### src/rtl/value_to_segment_encoder_if.sv
// value_to_segment_encoder_if: handshake and display bus between a value source and the segment encoder
//   value_valid/value : source offers a 7-bit value
//   value_ready       : encoder is idle and takes the value on this edge
//   display_1/2       : active-low {a..g} cathodes, ones and tens digit
//   update_done       : one-cycle pulse after the displays change
interface value_to_segment_encoder_if;
    logic       value_valid;
    logic [6:0] value;
    logic       value_ready;
    logic [6:0] display_1;
    logic [6:0] display_2;
    logic       update_done;
    modport master (
        output value_valid, value,
        input  value_ready, display_1, display_2, update_done
    );
    modport slave (
        input  value_valid, value,
        output value_ready, display_1, display_2, update_done
    );
endinterface

### src/rtl/value_to_segment_encoder.sv
// value_to_segment_encoder: 0-99 binary to two active-low seven-segment digits via iterative double-dabble
//   clock : system clock, rising edge
//   reset : asynchronous active-low reset
//   bus   : slave side of value_to_segment_encoder_if (valid/ready in, digit patterns and done pulse out)
module value_to_segment_encoder #(
    parameter bit BLANK_LEADING_ZERO = 1'b1
) (
    input  logic                            clock,
    input  logic                            reset,
    value_to_segment_encoder_if.slave       bus
);
    localparam logic [6:0] BLANK = 7'b1111111;
    localparam logic [6:0] DASH  = 7'b1111110;
    typedef enum logic [1:0] {IDLE, SHIFT, ENCODE} state_t;
    state_t      state_q, state_d;
    logic [6:0]  bin_q, bin_d;
    logic [7:0]  bcd_q, bcd_d;
    logic [2:0]  cnt_q, cnt_d;
    logic        oor_q, oor_d;
    logic [6:0]  disp1_q, disp1_d;
    logic [6:0]  disp2_q, disp2_d;
    logic        done_q, done_d;
    logic [7:0]  adj;
    logic [14:0] sh;

    function automatic logic [6:0] seg(input logic [3:0] n);
        case (n)
            4'd0:    seg = 7'b0000001;
            4'd1:    seg = 7'b1001111;
            4'd2:    seg = 7'b0010010;
            4'd3:    seg = 7'b0000110;
            4'd4:    seg = 7'b1001100;
            4'd5:    seg = 7'b0100100;
            4'd6:    seg = 7'b0100000;
            4'd7:    seg = 7'b0001111;
            4'd8:    seg = 7'b0000000;
            4'd9:    seg = 7'b0000100;
            default: seg = BLANK;
        endcase
    endfunction

    always_comb begin
        state_d = state_q;
        bin_d   = bin_q;
        bcd_d   = bcd_q;
        cnt_d   = cnt_q;
        oor_d   = oor_q;
        disp1_d = disp1_q;
        disp2_d = disp2_q;
        done_d  = 1'b0;
        // add-3 correction happens before the shift so each nibble stays a legal BCD digit afterwards
        adj = {(bcd_q[7:4] >= 4'd5) ? bcd_q[7:4] + 4'd3 : bcd_q[7:4],
               (bcd_q[3:0] >= 4'd5) ? bcd_q[3:0] + 4'd3 : bcd_q[3:0]};
        sh  = {adj, bin_q} << 1;
        case (state_q)
            IDLE: if (bus.value_valid) begin
                bin_d   = bus.value;
                oor_d   = bus.value > 7'd99;
                bcd_d   = '0;
                cnt_d   = 3'd7;
                state_d = SHIFT;
            end
            SHIFT: begin
                bcd_d   = sh[14:7];
                bin_d   = sh[6:0];
                cnt_d   = cnt_q - 3'd1;
                state_d = (cnt_q == 3'd1) ? ENCODE : SHIFT;
            end
            ENCODE: begin
                disp1_d = oor_q ? DASH : seg(bcd_q[3:0]);
                disp2_d = oor_q ? DASH :
                          (BLANK_LEADING_ZERO && bcd_q[7:4] == 4'd0) ? BLANK : seg(bcd_q[7:4]);
                done_d  = 1'b1;
                state_d = IDLE;
            end
            default: state_d = IDLE;
        endcase
    end

    always_ff @(posedge clock or negedge reset) begin
        if (!reset) begin
            state_q <= IDLE;
            bin_q   <= '0;
            bcd_q   <= '0;
            cnt_q   <= '0;
            oor_q   <= 1'b0;
            disp1_q <= BLANK;
            disp2_q <= BLANK;
            done_q  <= 1'b0;
        end else begin
            state_q <= state_d;
            bin_q   <= bin_d;
            bcd_q   <= bcd_d;
            cnt_q   <= cnt_d;
            oor_q   <= oor_d;
            disp1_q <= disp1_d;
            disp2_q <= disp2_d;
            done_q  <= done_d;
        end
    end

    assign bus.value_ready = (state_q == IDLE);
    assign bus.display_1   = disp1_q;
    assign bus.display_2   = disp2_q;
    assign bus.update_done = done_q;
endmodule

### src/flat_wrapper.sv
// flat-port wrapper written by rule: the top's interface ports become plain ports
module value_to_segment_encoder_flat 
#(
    parameter bit BLANK_LEADING_ZERO = 1'b1
)
  (clock, reset, bus_value_valid, bus_value, bus_value_ready, bus_display_1, bus_display_2, bus_update_done);
  value_to_segment_encoder_if bus_i ();
  input  logic clock;
  input  logic reset;
  input wire logic [$bits(bus_i.value_valid)-1:0] bus_value_valid;
  input wire logic [$bits(bus_i.value)-1:0] bus_value;
  output wire logic [$bits(bus_i.value_ready)-1:0] bus_value_ready;
  output wire logic [$bits(bus_i.display_1)-1:0] bus_display_1;
  output wire logic [$bits(bus_i.display_2)-1:0] bus_display_2;
  output wire logic [$bits(bus_i.update_done)-1:0] bus_update_done;
  assign bus_i.value_valid = bus_value_valid;
  assign bus_i.value = bus_value;
  assign bus_value_ready = bus_i.value_ready;
  assign bus_display_1 = bus_i.display_1;
  assign bus_display_2 = bus_i.display_2;
  assign bus_update_done = bus_i.update_done;
  value_to_segment_encoder #(.BLANK_LEADING_ZERO(BLANK_LEADING_ZERO)) u_core (.clock(clock), .reset(reset), .bus(bus_i));
endmodule
### config.mk
export PLATFORM = sky130hd
export DESIGN_NAME = value_to_segment_encoder_flat
export DESIGN_NICKNAME = d
export VERILOG_FILES = /design/src/rtl/value_to_segment_encoder_if.sv /design/src/rtl/value_to_segment_encoder.sv /design/src/flat_wrapper.sv
export SDC_FILE = /design/constraint.sdc
export NUM_CORES = 1
export LEC_CHECK = 0
export ABC_CLOCK_PERIOD_IN_PS = 3700
export BUFFER_PORTS_ARGS = -buffer_cell sky130_fd_sc_hd__clkbuf_2
export CORE_UTILIZATION = 31
export CTS_BUF_LIST = sky130_fd_sc_hd__clkbuf_4
export DETAILED_ROUTE_END_ITERATION = 10
export GPL_ROUTABILITY_DRIVEN = 0
export GPL_TIMING_DRIVEN = 0
export PLACE_DENSITY = 0.46
export SETUP_SLACK_MARGIN = 0.1
export SYNTH_ARGS = -nofsm -noshare
export SYNTH_HDL_FRONTEND = slang
export SYNTH_SLANG_ARGS = --single-unit
### constraint.sdc
create_clock -name clock -period 3.7 [get_ports clock]
set_input_delay 0.185 -clock clock [delete_from_list [all_inputs] [get_ports clock]]
set_output_delay 0.185 -clock clock [all_outputs]
set_load 0.05 [all_outputs]
==> results.md, run 1 <==
- Cell family with most CP delay: adder cells
- Worst vdd ir: 0.435 mV
- Tmin final: 1.62 ns
- Min-delay worst type: in -> reg
- Worst-margin pin slew: 0.924 ns
- Pre-CTS WS: 2.11 ns
- Root Buffer: clkbuf_4
- Worst path bufs/invs: 1
- R2r startpoint: u_core.bcd_q[4]$_DFFE_PN0P_
- Count of cell types in the netlist: 42
- CP max-delay cell: dfrtp_1
- I/O Pins: 26
- Fin nets: 261
- Leakage: 1.04 nW
- Top cells by area, synth: dfrtp_1 27%, dfstp_2 18%, ha_1 8.0%
- Global route overflow: 0
- Net Count, Synth: 229
- WL per Instance: 13.8 um
- Non-Filler Instances: 316
- Filler cell count in the final layout: 672
- Critical path data required time: 3.94 ns
- Worst-path maximum fanout: 5
- Area delta synth->final: 14.0%
- GRT Overall Usage: 13.5%
- Worst path cell trace: inv_1 > ha_1 > ha_1 > o21ai_0 > o21ai_0 > a22o_1
- Fraction of registers with async set/reset: 100%
- Reg2Reg Capture Point: u_core.bcd_q[7]$_DFFE_PN0P_
- CTS buffer count: 5
- Layout cells sized above 1: 29.3%
- Port Buffers: 24
- Max-cap viol count: 0
- Max incr delay on CP: 0.45 ns
- Setup violators final: 0
- Primary FF master, synth: dfrtp_1
- Final Skew: 0.00939 ns
- EDFF count, synth: 0
- DIE AREA: 0.00687 mm^2
- TritonRoute pass-1 iters: 4
- Final Hold Vio Count: 0
- Hold_sp: bus_value[1]
- Commonest cells post-synth: 22 x dfrtp_1, 22 x nand2_1, 21 x o21ai_0, 14 x dfstp_2, 14 x nor2_1
- Crit path arrival time: 1.87 ns
- Hpwl dp: 3020 um
- CP Launch Type: flop
- Reg2Reg Setup Slack: 2.08 ns
- Synthesized flop and latch total: 36
- Final Power: 2.22 mW
- Vias in the first global route: 1459
- Placeable Area: 0.00631 mm^2
- Drt initial violations: 61
- Hold Path Depth: 3
- Status: finished clean
- Sequential share of the synthesized area: 45.3%
- CTS sink cnt: 36
- Area of the mapped netlist: 0.00203 mm^2
- Slew margin rel.: 38.4%
- Chip width: 82.9 um
- CTS tree: built
- Worst skew pair latency: 0.34 ns
- Setup crit end kind: flop
- Cells after Synth: 206
- Post-CTS sizing: 0
- Via total after detailed routing: 1562
- RSZ-0062 raised after global routing: false
- Top cell type by total area after synthesis: dfrtp_1
- Number of H-tree levels: 2
- Inst Count DP: 307
- Final WS setup: 2.08 ns
- Post-CTS setup buffer count: 0
- Hold Path End: u_core.bin_q[1]$_DFFE_PN0P_
- Initial antenna violation count: 0
- Syn. warnings: 0
- Pwr dens: 963 mW/mm^2
- # rows: 29
- WS Path Type: reg -> reg
- Worst r2r path cells: 6
- Fmax: 616 MHz
- Slew Viols, Final: 0
- TNS Setup: 0 ns
- Post-Syn Area per Cell: 9.84 um^2
- Starting density of the core: 32.1%
- Via-to-Cell Ratio: 4.94
- Die height: 82.9 um
- Hold-fix buffers at CTS: 1
- Global-route wire length before repair: 7420 um
- Yosys top cell area share: 27.2%
- Clock buffer depth: 2
- Post-route DRC: 0
- Antenna Nets Post-Route: 0
- Final WL: 4370 um
- Pin count of the biggest net entering global routing: 37
- # diodes: 0
- Period utilisation layout: 43.9%
- Clock slew at reported path FFs: 0.12 ns
-- sequential cells by signal (all words and copies together) (netlist names) --
signal and cells:
u_core.bcd_q 8, u_core.bin_q 7, u_core.bus.display_1 7, u_core.bus.display_2 7
u_core.cnt_q 3, u_core.state_q 2, u_core.bus.update_done 1, u_core.oor_q 1
-- metal layers --
layer	wire (um)	up-vias	track usage, %
met3	161	5	3.38
li1	-	789	-
met4	38	0	4.23
met1	2250	735	18.2
met2	1920	33	21.3
met5	0	-	0
-- worst register-to-register path, cell delays in order, from the launching register on --
cell	delay, ns
dfrtp_1	0.45
inv_1	0.17
ha_1	0.27
ha_1	0.25
o21ai_0	0.06
o21ai_0	0.11
a22o_1	0.21
-- per-stage QoR --
step	hold slack, ns	cell area, um^2	utilization [%]
after floorplan	-0.111	2030	-
after global placement	0.381	2240	35.5
after detailed placement	0.386	2240	35.5
after CTS	0.124	2310	36.6
after global routing	0.155	2310	36.6
final	0.129	2310	36.6
-- cells by family (layout without fill, tap and decap cells) --
family | Yosys count | after routing | synth area share, %
buf+inv | 23 | 56 | 7.10
fa+ha+maj | 13 | 13 | 8.02
compound gates | 65 | 65 | 21.3
simple gates | 64 | 64 | 15.9
xor+xnor | 2 | 2 | 0.864
mux | 3 | 3 | 1.54
flops | 36 | 36 | 45.3
-- cell usage in the layout (no fill, tap or decap), types with 3 or more instances in the layout --
cell,n
o211ai_1,3
clkbuf_4,7
nor3_1,5
ha_1,13
a21oi_1,9
o21ai_0,21
and2_1,6
nand2_1,22
nor2_1,14
dfrtp_1,22
inv_1,11
o311ai_0,4
o22a_1,4
clkbuf_2,25
a31oi_1,11
dfstp_2,14
buf_6,4
nand3_1,6
-- worst max path at each step --
stage | startpoint | slack, ns | cells after the start | end
floorplan | u_core.bcd_q[5]$_DFFE_PN0P_ | 2.24 | 6 | u_core.bcd_q[7]$_DFFE_PN0P_
global placement | u_core.bcd_q[4]$_DFFE_PN0P_ | 2.08 | 6 | u_core.bcd_q[7]$_DFFE_PN0P_
detailed placement | u_core.bcd_q[1]$_DFFE_PN0P_ | 2.11 | 6 | u_core.bcd_q[1]$_DFFE_PN0P_
CTS | u_core.bcd_q[4]$_DFFE_PN0P_ | 2.06 | 6 | u_core.bcd_q[7]$_DFFE_PN0P_
global route | u_core.bcd_q[5]$_DFFE_PN0P_ | 1.92 | 6 | u_core.bcd_q[7]$_DFFE_PN0P_
finish | u_core.bcd_q[4]$_DFFE_PN0P_ | 2.08 | 6 | u_core.bcd_q[7]$_DFFE_PN0P_
-- report_power, final --
group	total, mW	internal [mW]	leakage, nW	switching (mW)
Sequential	0.764	0.617	0.424	0.147
Clock	0.229	0.0889	0.0361	0.140
Combinational	1.23	0.436	0.583	0.796
Total	2.22	1.14	1.04	1.08
-- area by class of cell --
type	count	area, um^2	share of cell area (%)
multi-input combinational	147	965	41.7
sequential	36	918	39.7
buffer	10	90.1	3.90
timing repair buffer	25	130	5.63
clock buffer	7	52.6	2.27
inverter	13	53.8	2.33
clock inverter	1	5.00	0.217
tap	77	96.3	4.17
(Power assumes the default switching activity.)
==> run 2: changes to the inputs <==
Settings changed: ABC_CLOCK_PERIOD_IN_PS 3700 to 1500.
Clock period 3.7 ns to 1.5 ns, I/O delays scaled along.
==> run 2 against run 1 <==
  * Sequential share of layout area fell by 3.4 points
  * Sequential cell count did not move
  * Register-to-register slack got worse by 1.9 ns
  * Via count rose by 1.7%
  * First-iteration DRC count fell by 39%
  * Die area did not move
  * Global-route usage rose by 0.054 points
  * Non-clock buffer count rose by 14
==> results.md, run 2 (synthesis gave the netlist of run 1 again) <==
- Port Buffers: 24 (unchanged)
- Worst path bufs/invs: 1 (unchanged)
- Worst skew pair latency: 0.34 ns (about the same)
- Period utilisation layout: 90.8% (+47 points)
- Antenna Nets Post-Route: 0 (unchanged)
- RSZ-0062 raised after global routing: true
- Final WL: 4570 um (+4.5%)
- Clock share of power: 9.1% (-1.2 points)
- Global route overflow: 0 (unchanged)
- Psw: 2.88 mW (+170%)
- DIE AREA: 0.00687 mm^2 (unchanged)
- # rows: 29 (unchanged)
- Net Sw Frac: 47.1% (-1.5 points)
- Core Util, Final: 40.3% (+3.7 points)
- Area delta synth->final: 25.6%
- Comb power frac: 60.5% (+5.1 points)
- Clock buffer depth: 2 (unchanged)
- Pwr dens: 2400 mW/mm^2 (+150%)
- Global-route wire length before repair: 7550 um (+1.7%)
- Chip width: 82.9 um (unchanged)
- Slew Viols, Final: 0 (unchanged)
- Clock slew at reported path FFs: 0.11 ns (about the same)
- CP max-delay cell: dfrtp_2
- Via total after detailed routing: 1589 (+1.7%)
- Hpwl dp: 3010 um (-0.30%)
- WHS: 0.0181 ns (-0.111 ns)
- Die height: 82.9 um (unchanged)
- CP Launch Type: flop
- Critical path data required time: 1.79 ns (-2.15 ns)
- Setup crit start: u_core.bcd_q[4]$_DFFE_PN0P_
- Drt initial violations: 37 (-39%)
- Placed inst area: 0.00226 mm^2 (+0.73%)
- Worst-path maximum fanout: 4 (-1)
- Layout cells sized above 1: 41.1% (+12 points)
- CTS sink cnt: 36 (unchanged)
- Worst-margin pin slew: 0.924 ns (-0.0000859 ns)
- Pin count of the biggest net entering global routing: 37 (unchanged)
- Worst vdd ir: 0.912 mV (+110%)
- Most flops, register: u_core.bcd_q
- R2r startpoint: u_core.bcd_q[4]$_DFFE_PN0P_
- Sequential Power Share: 30.4% (-3.9 points)
- Min-delay worst type: in -> reg
- Hold_sp: bus_value[1]
- Final Skew: 0.00291 ns (-0.00647 ns)
- Most frequent cells in the layout: 23 x clkbuf_2, 22 x nand2_1, 18 x o21ai_0
- Leakage: 1.11 nW (+6.8%)
- Starting density of the core: 32.1% (unchanged)
- Post-route DRC: 0 (unchanged)
- Max-cap viol count: 0 (unchanged)
- # diodes: 0 (unchanged)
- TritonRoute pass-1 iters: 4 (unchanged)
- Cell family with most CP delay: flip-flops
- CTS buffer count: 5 (unchanged)
- Initial antenna violation count: 0 (unchanged)
- Int Power: 3.23 mW (+180%)
- I/O Pins: 26 (unchanged)
- Max reg flops: 8 (unchanged)
- Via-to-Cell Ratio: 4.82 (-2.6%)
- Tmin final: 1.36 ns (-0.262 ns)
- Status: finished clean
- Vias in the first global route: 1536 (+5.3%)
- GRT Overall Usage: 13.6% (+0.054 points)
- Worst path cell trace: inv_4 > ha_2 > mux2i_1 > a2bb2oi_2 > nor3_1 > o21ai_1
- Placeable Area: 0.00631 mm^2 (unchanged)
- Design area: 0.00255 mm^2 (+10%)
- Max incr delay on CP: 0.44 ns (about the same)
- Crit path arrival time: 1.65 ns (-0.22 ns)
- Commonest non-fill, non-tap cell in the layout: clkbuf_2
- WL per Instance: 13.8 um (about the same)
- Final Hold Vio Count: 0 (unchanged)
- WS Path Type: reg -> reg
- Fmax: 734 MHz (+19%)
- Slew margin rel.: 38.4% (about the same)
- Root Buffer: clkbuf_4
- Setup crit end kind: flop
- Fin nets: 275 (+5.4%)
- Number of H-tree levels: 2 (unchanged)
- Setup violators final: 0 (unchanged)
- Filler cell count in the final layout: 669 (-0.45%)
- CTS tree: built
## run 2: cell types whose count changed in the layout (fill, tap and decap cells not counted), sizes merged
cell | before | now
buf | 9 | 24
clkbuf | 32 | 31
## run 2: power by group through the flow
stage / clock network (mW) / registers, mW / logic, mW
after floorplan: 0 / 2.51 / 1.83
after global placement: 0 / 1.90 / 3.12
after detailed placement: 0 / 1.90 / 3.12
after CTS: 0.578 / 1.85 / 3.45
after global routing: 0.611 / 1.92 / 4.06
final: 0.555 / 1.86 / 3.69
## run 2: worst paths after layout
path	depth (start not counted)	slack [ns]	endpoint
max	6	0.14	u_core.bus.display_2[1]$_DFFE_PN1P_
min	3	0.02	u_core.bin_q[1]$_DFFE_PN0P_
max reg2reg	6	0.14	u_core.bus.display_2[1]$_DFFE_PN1P_
min reg2reg	2	0.47	u_core.bus.display_2[0]$_DFFE_PN1P_
max in group asynchronous	2	0.48	u_core.state_q[0]$_DFFE_PN0P_
min in group asynchronous	2	0.39	u_core.bus.update_done$_DFF_PN0_
## run 2: layer usage
layer | GRT usage, % | part of all wire, % | wire (um) | up-vias
li1 | - | - | - | 818
met1 | 19.3 | 51 | 2310 | 726
met2 | 19.8 | 44 | 1990 | 37
met3 | 3.38 | 3.9 | 178 | 8
met4 | 5.17 | 2.0 | 93 | 0
met5 | 0 | 0 | 0 | -
## run 2: through the flow
step / power [mW] / setup WS, ns / instances / TNS (ns)
global placement: 5.02 / -0.0922 / 307 / -0.556
CTS: 5.87 / 0.105 / 323 / 0
finish: 6.11 / 0.138 / 330 / 0
floorplan: 4.33 / 0.0901 / 206 / 0
global route: 6.59 / 0.0530 / 330 / 0
detailed placement: 5.02 / -0.0873 / 307 / -0.616
## run 2: cell type report
type / instances / area, um^2 / share of cell area, %
tap: 77 / 96.3 / 3.78
inverter: 13 / 56.3 / 2.21
clock buffer: 7 / 52.6 / 2.06
multi-input combinational: 147 / 1070 / 41.9
sequential: 36 / 925 / 36.3
clock inverter: 1 / 3.75 / 0.147
buffer: 10 / 103 / 4.03
timing repair buffer: 39 / 244 / 9.58
## run 2: repair_timing
action / in CTS / in global routing
hold buffers: 1 / 0
pin swaps: 2 / 6
hold endpoints to repair: 22 / 0
buffers inserted: 7 / 7
gates resized for setup: 18 / 18
endpoints found under the setup margin: 17 / 18
## run 2: worst register-to-register path, stage by stage (launching register included)
cell and delay, ns:
dfrtp_2 0.44, inv_4 0.07, ha_2 0.21, mux2i_1 0.19, a2bb2oi_2 0.09, nor3_1 0.22, o21ai_1 0.09
==> run 3: changes to the inputs <==
Settings changed: CORE_UTILIZATION 31 to 28, PLACE_DENSITY 0.46 to 0.43.
==> run 3 against run 2 <==
  * Fmax is 1.5% higher
  * Global-route usage hardly changed
  * Worst hold slack better by 0.013 ns
  * Clock-buffer cell count stayed put
  * First-iteration DRC count is 68% higher
  * Register-to-register slack better by 0.02 ns
  * Critical path type unchanged
  * Sequential share of layout area is 0.067 points higher
  * Cell area hardly changed
  * Non-clock buffer count is 5 lower
  * Worst setup slack better by 0.021 ns
==> results.md, run 3 (synthesis gave the netlist of run 1 again) <==
- Initial antenna violation count: 0 (unchanged)
- Pwr dens: 2410 mW/mm^2 (+0.33%)
- Clock share of power: 8.7% (-0.4 points)
- DIE AREA: 0.00758 mm^2 (+10%)
- GRT Overall Usage: 13.6% (about the same)
- Commonest non-fill, non-tap cell in the layout: clkbuf_2
- Pre-CTS WS: -0.0855 ns (+0.00184 ns)
- Net Sw Frac: 47.4% (+0.31 points)
- Number of H-tree levels: 2 (unchanged)
- Slew margin rel.: 37.9% (-0.57 points)
- Status: finished clean
- Leakage: 1.09 nW (-2.4%)
- WL per Instance: 13.6 um (-2.1%)
- Final Skew: 0.00652 ns (+0.00360 ns)
- Most frequent cells in the layout: 23 x clkbuf_2, 22 x nand2_1, 16 x o21ai_0, 16 x dfrtp_1
- Global route overflow: 0 (unchanged)
- Critical path data required time: 1.72 ns (-0.07 ns)
- Comb power frac: 60.5% (about the same)
- Starting density of the core: 29.3% (-2.8 points)
- Fin nets: 270 (-1.8%)
- Post-route DRC: 0 (unchanged)
- Drt initial violations: 62 (+68%)
- Worst-path maximum fanout: 5 (+1)
- Min-delay worst type: in -> reg
- Non-Filler Instances: 343 (+3.9%)
- CTS sink cnt: 36 (unchanged)
- Sequential Power Share: 30.8% (+0.4 points)
- # diodes: 0 (unchanged)
- Final Hold Vio Count: 0 (unchanged)
- Setup crit end kind: flop
- Worst r2r path cells: 6 (unchanged)
- Most flops, register: u_core.bcd_q
- R2r startpoint: u_core.bcd_q[0]$_DFFE_PN0P_
- Worst vdd ir: 0.623 mV (-32%)
- RSZ-0062 raised after global routing: true
- Layout cells sized above 1: 40.1% (-1.0 points)
- Tmin final: 1.34 ns (-0.0206 ns)
- End point of the critical path: u_core.bcd_q[1]$_DFFE_PN0P_
- TritonRoute pass-1 iters: 4 (unchanged)
- Period utilisation layout: 89.4% (-1.4 points)
- Max-cap viol count: 0 (unchanged)
- Pin count of the biggest net entering global routing: 37 (unchanged)
- Vias in the first global route: 1571 (+2.3%)
- Final Power: 6.12 mW (+0.28%)
- Final WL: 4650 um (+1.8%)
- Antenna Nets Post-Route: 0 (unchanged)
- CTS buffer count: 5 (unchanged)
- Reg2Reg Capture Point: u_core.bcd_q[1]$_DFFE_PN0P_
- CP Launch Type: flop
- Die height: 87.1 um (+5.1%)
- Port Buffers: 24 (unchanged)
- Max reg flops: 8 (unchanged)
- Global-route wire length before repair: 7810 um (+3.5%)
- I/O Pins: 26 (unchanged)
- Fmax: 745 MHz (+1.5%)
- Final WS setup: 0.159 ns (+0.0206 ns)
- Reg2Reg Setup Slack: 0.16 ns (+0.02 ns)
- Chip width: 87.1 um (+5.1%)
- Area delta synth->final: 25.6% (about the same)
- Clock slew at reported path FFs: 0.10 ns (about the same)
- # rows: 30 (+3.4%)
- Setup violators final: 0 (unchanged)
- Via-to-Cell Ratio: 4.71 (-2.1%)
- Inst Count DP: 326 (+6.2%)
- WS Path Type: reg -> reg
- Root Buffer: clkbuf_4
- Via total after detailed routing: 1617 (+1.8%)
- Placeable Area: 0.00691 mm^2 (+9.4%)
- Core Util, Final: 36.8% (-3.5 points)
- CTS tree: built
- Worst-margin pin slew: 0.932 ns (+0.00852 ns)
- Worst skew pair latency: 0.34 ns (about the same)
- Psw: 2.90 mW (+0.94%)
- Setup crit start: u_core.bcd_q[0]$_DFFE_PN0P_
- Hpwl dp: 3070 um (+2.2%)
- Int Power: 3.22 mW (-0.31%)
- Crit path arrival time: 1.56 ns (-0.09 ns)
- TNS Setup: 0 ns (unchanged)
- Clock buffer depth: 2 (unchanged)
- Design area: 0.00254 mm^2 (about the same)
- WHS: 0.0315 ns (+0.0135 ns)
- Placed inst area: 0.00228 mm^2 (+1.1%)
- Slew Viols, Final: 0 (unchanged)
-- run 3: layout make-up --
class / instances / area [um^2]
fillers: 751 / 4360
multi-input cells: 147 / 1080
flip-flops and latches: 36 / 926
repair buffers: 34 / 206
well taps: 96 / 120
plain buffers: 10 / 103
inverters: 13 / 61.3
clock buffers: 7 / 52.6
-- run 3: worst min path at each step --
stage                      start                               end  slack, ns  cells after the start
global placement           reset  u_core.bus.update_done$_DFF_PN0_       0.27                      1
global route        bus_value[5]       u_core.bin_q[5]$_DFFE_PN0P_       0.05                      3
floorplan                  reset       u_core.bcd_q[0]$_DFFE_PN0P_      -0.22                      0
finish              bus_value[1]       u_core.bin_q[1]$_DFFE_PN0P_       0.03                      3
detailed placement         reset       u_core.bcd_q[3]$_DFFE_PN0P_       0.27                      1
CTS                 bus_value[1]       u_core.bin_q[1]$_DFFE_PN0P_       0.01                      3
-- run 3: power by group through the flow --
stage / Sequential [mW] / Clock [mW] / Combinational [mW]
3_3_place_gp: 1.91 / 0 / 3.14
3_5_place_dp: 1.92 / 0 / 3.13
6_report: 1.89 / 0.530 / 3.71
4_1_cts: 1.87 / 0.568 / 3.40
2_1_floorplan: 2.51 / 0 / 1.83
5_1_grt: 1.96 / 0.600 / 4.09
-- run 3: repair_timing --
item	CTS	global route
pin swaps	1	7
cloned	0	0
endpoints found under the hold margin	22	0
hold buffers	1	0
setup buffers	6	3
setup endpoints to repair	17	18
gates resized for setup	17	23
-- run 3: layer usage --
layer | vias up | global-route usage [%] | part of all wire [%]
met4 | 0 | 5.45 | 1.5
met1 | 769 | 18.9 | 52
met5 | - | 0 | 0
met2 | 34 | 20.4 | 43
li1 | 806 | - | -
met3 | 8 | 2.94 | 3.5
-- run 3: worst max-delay path, stage by stage, from the launching register on --
cell      delay [ns]
dfrtp_2         0.47
inv_4           0.09
ha_4            0.17
nand2b_4        0.06
a21oi_4         0.20
xnor2_1         0.15
o21ai_1         0.08
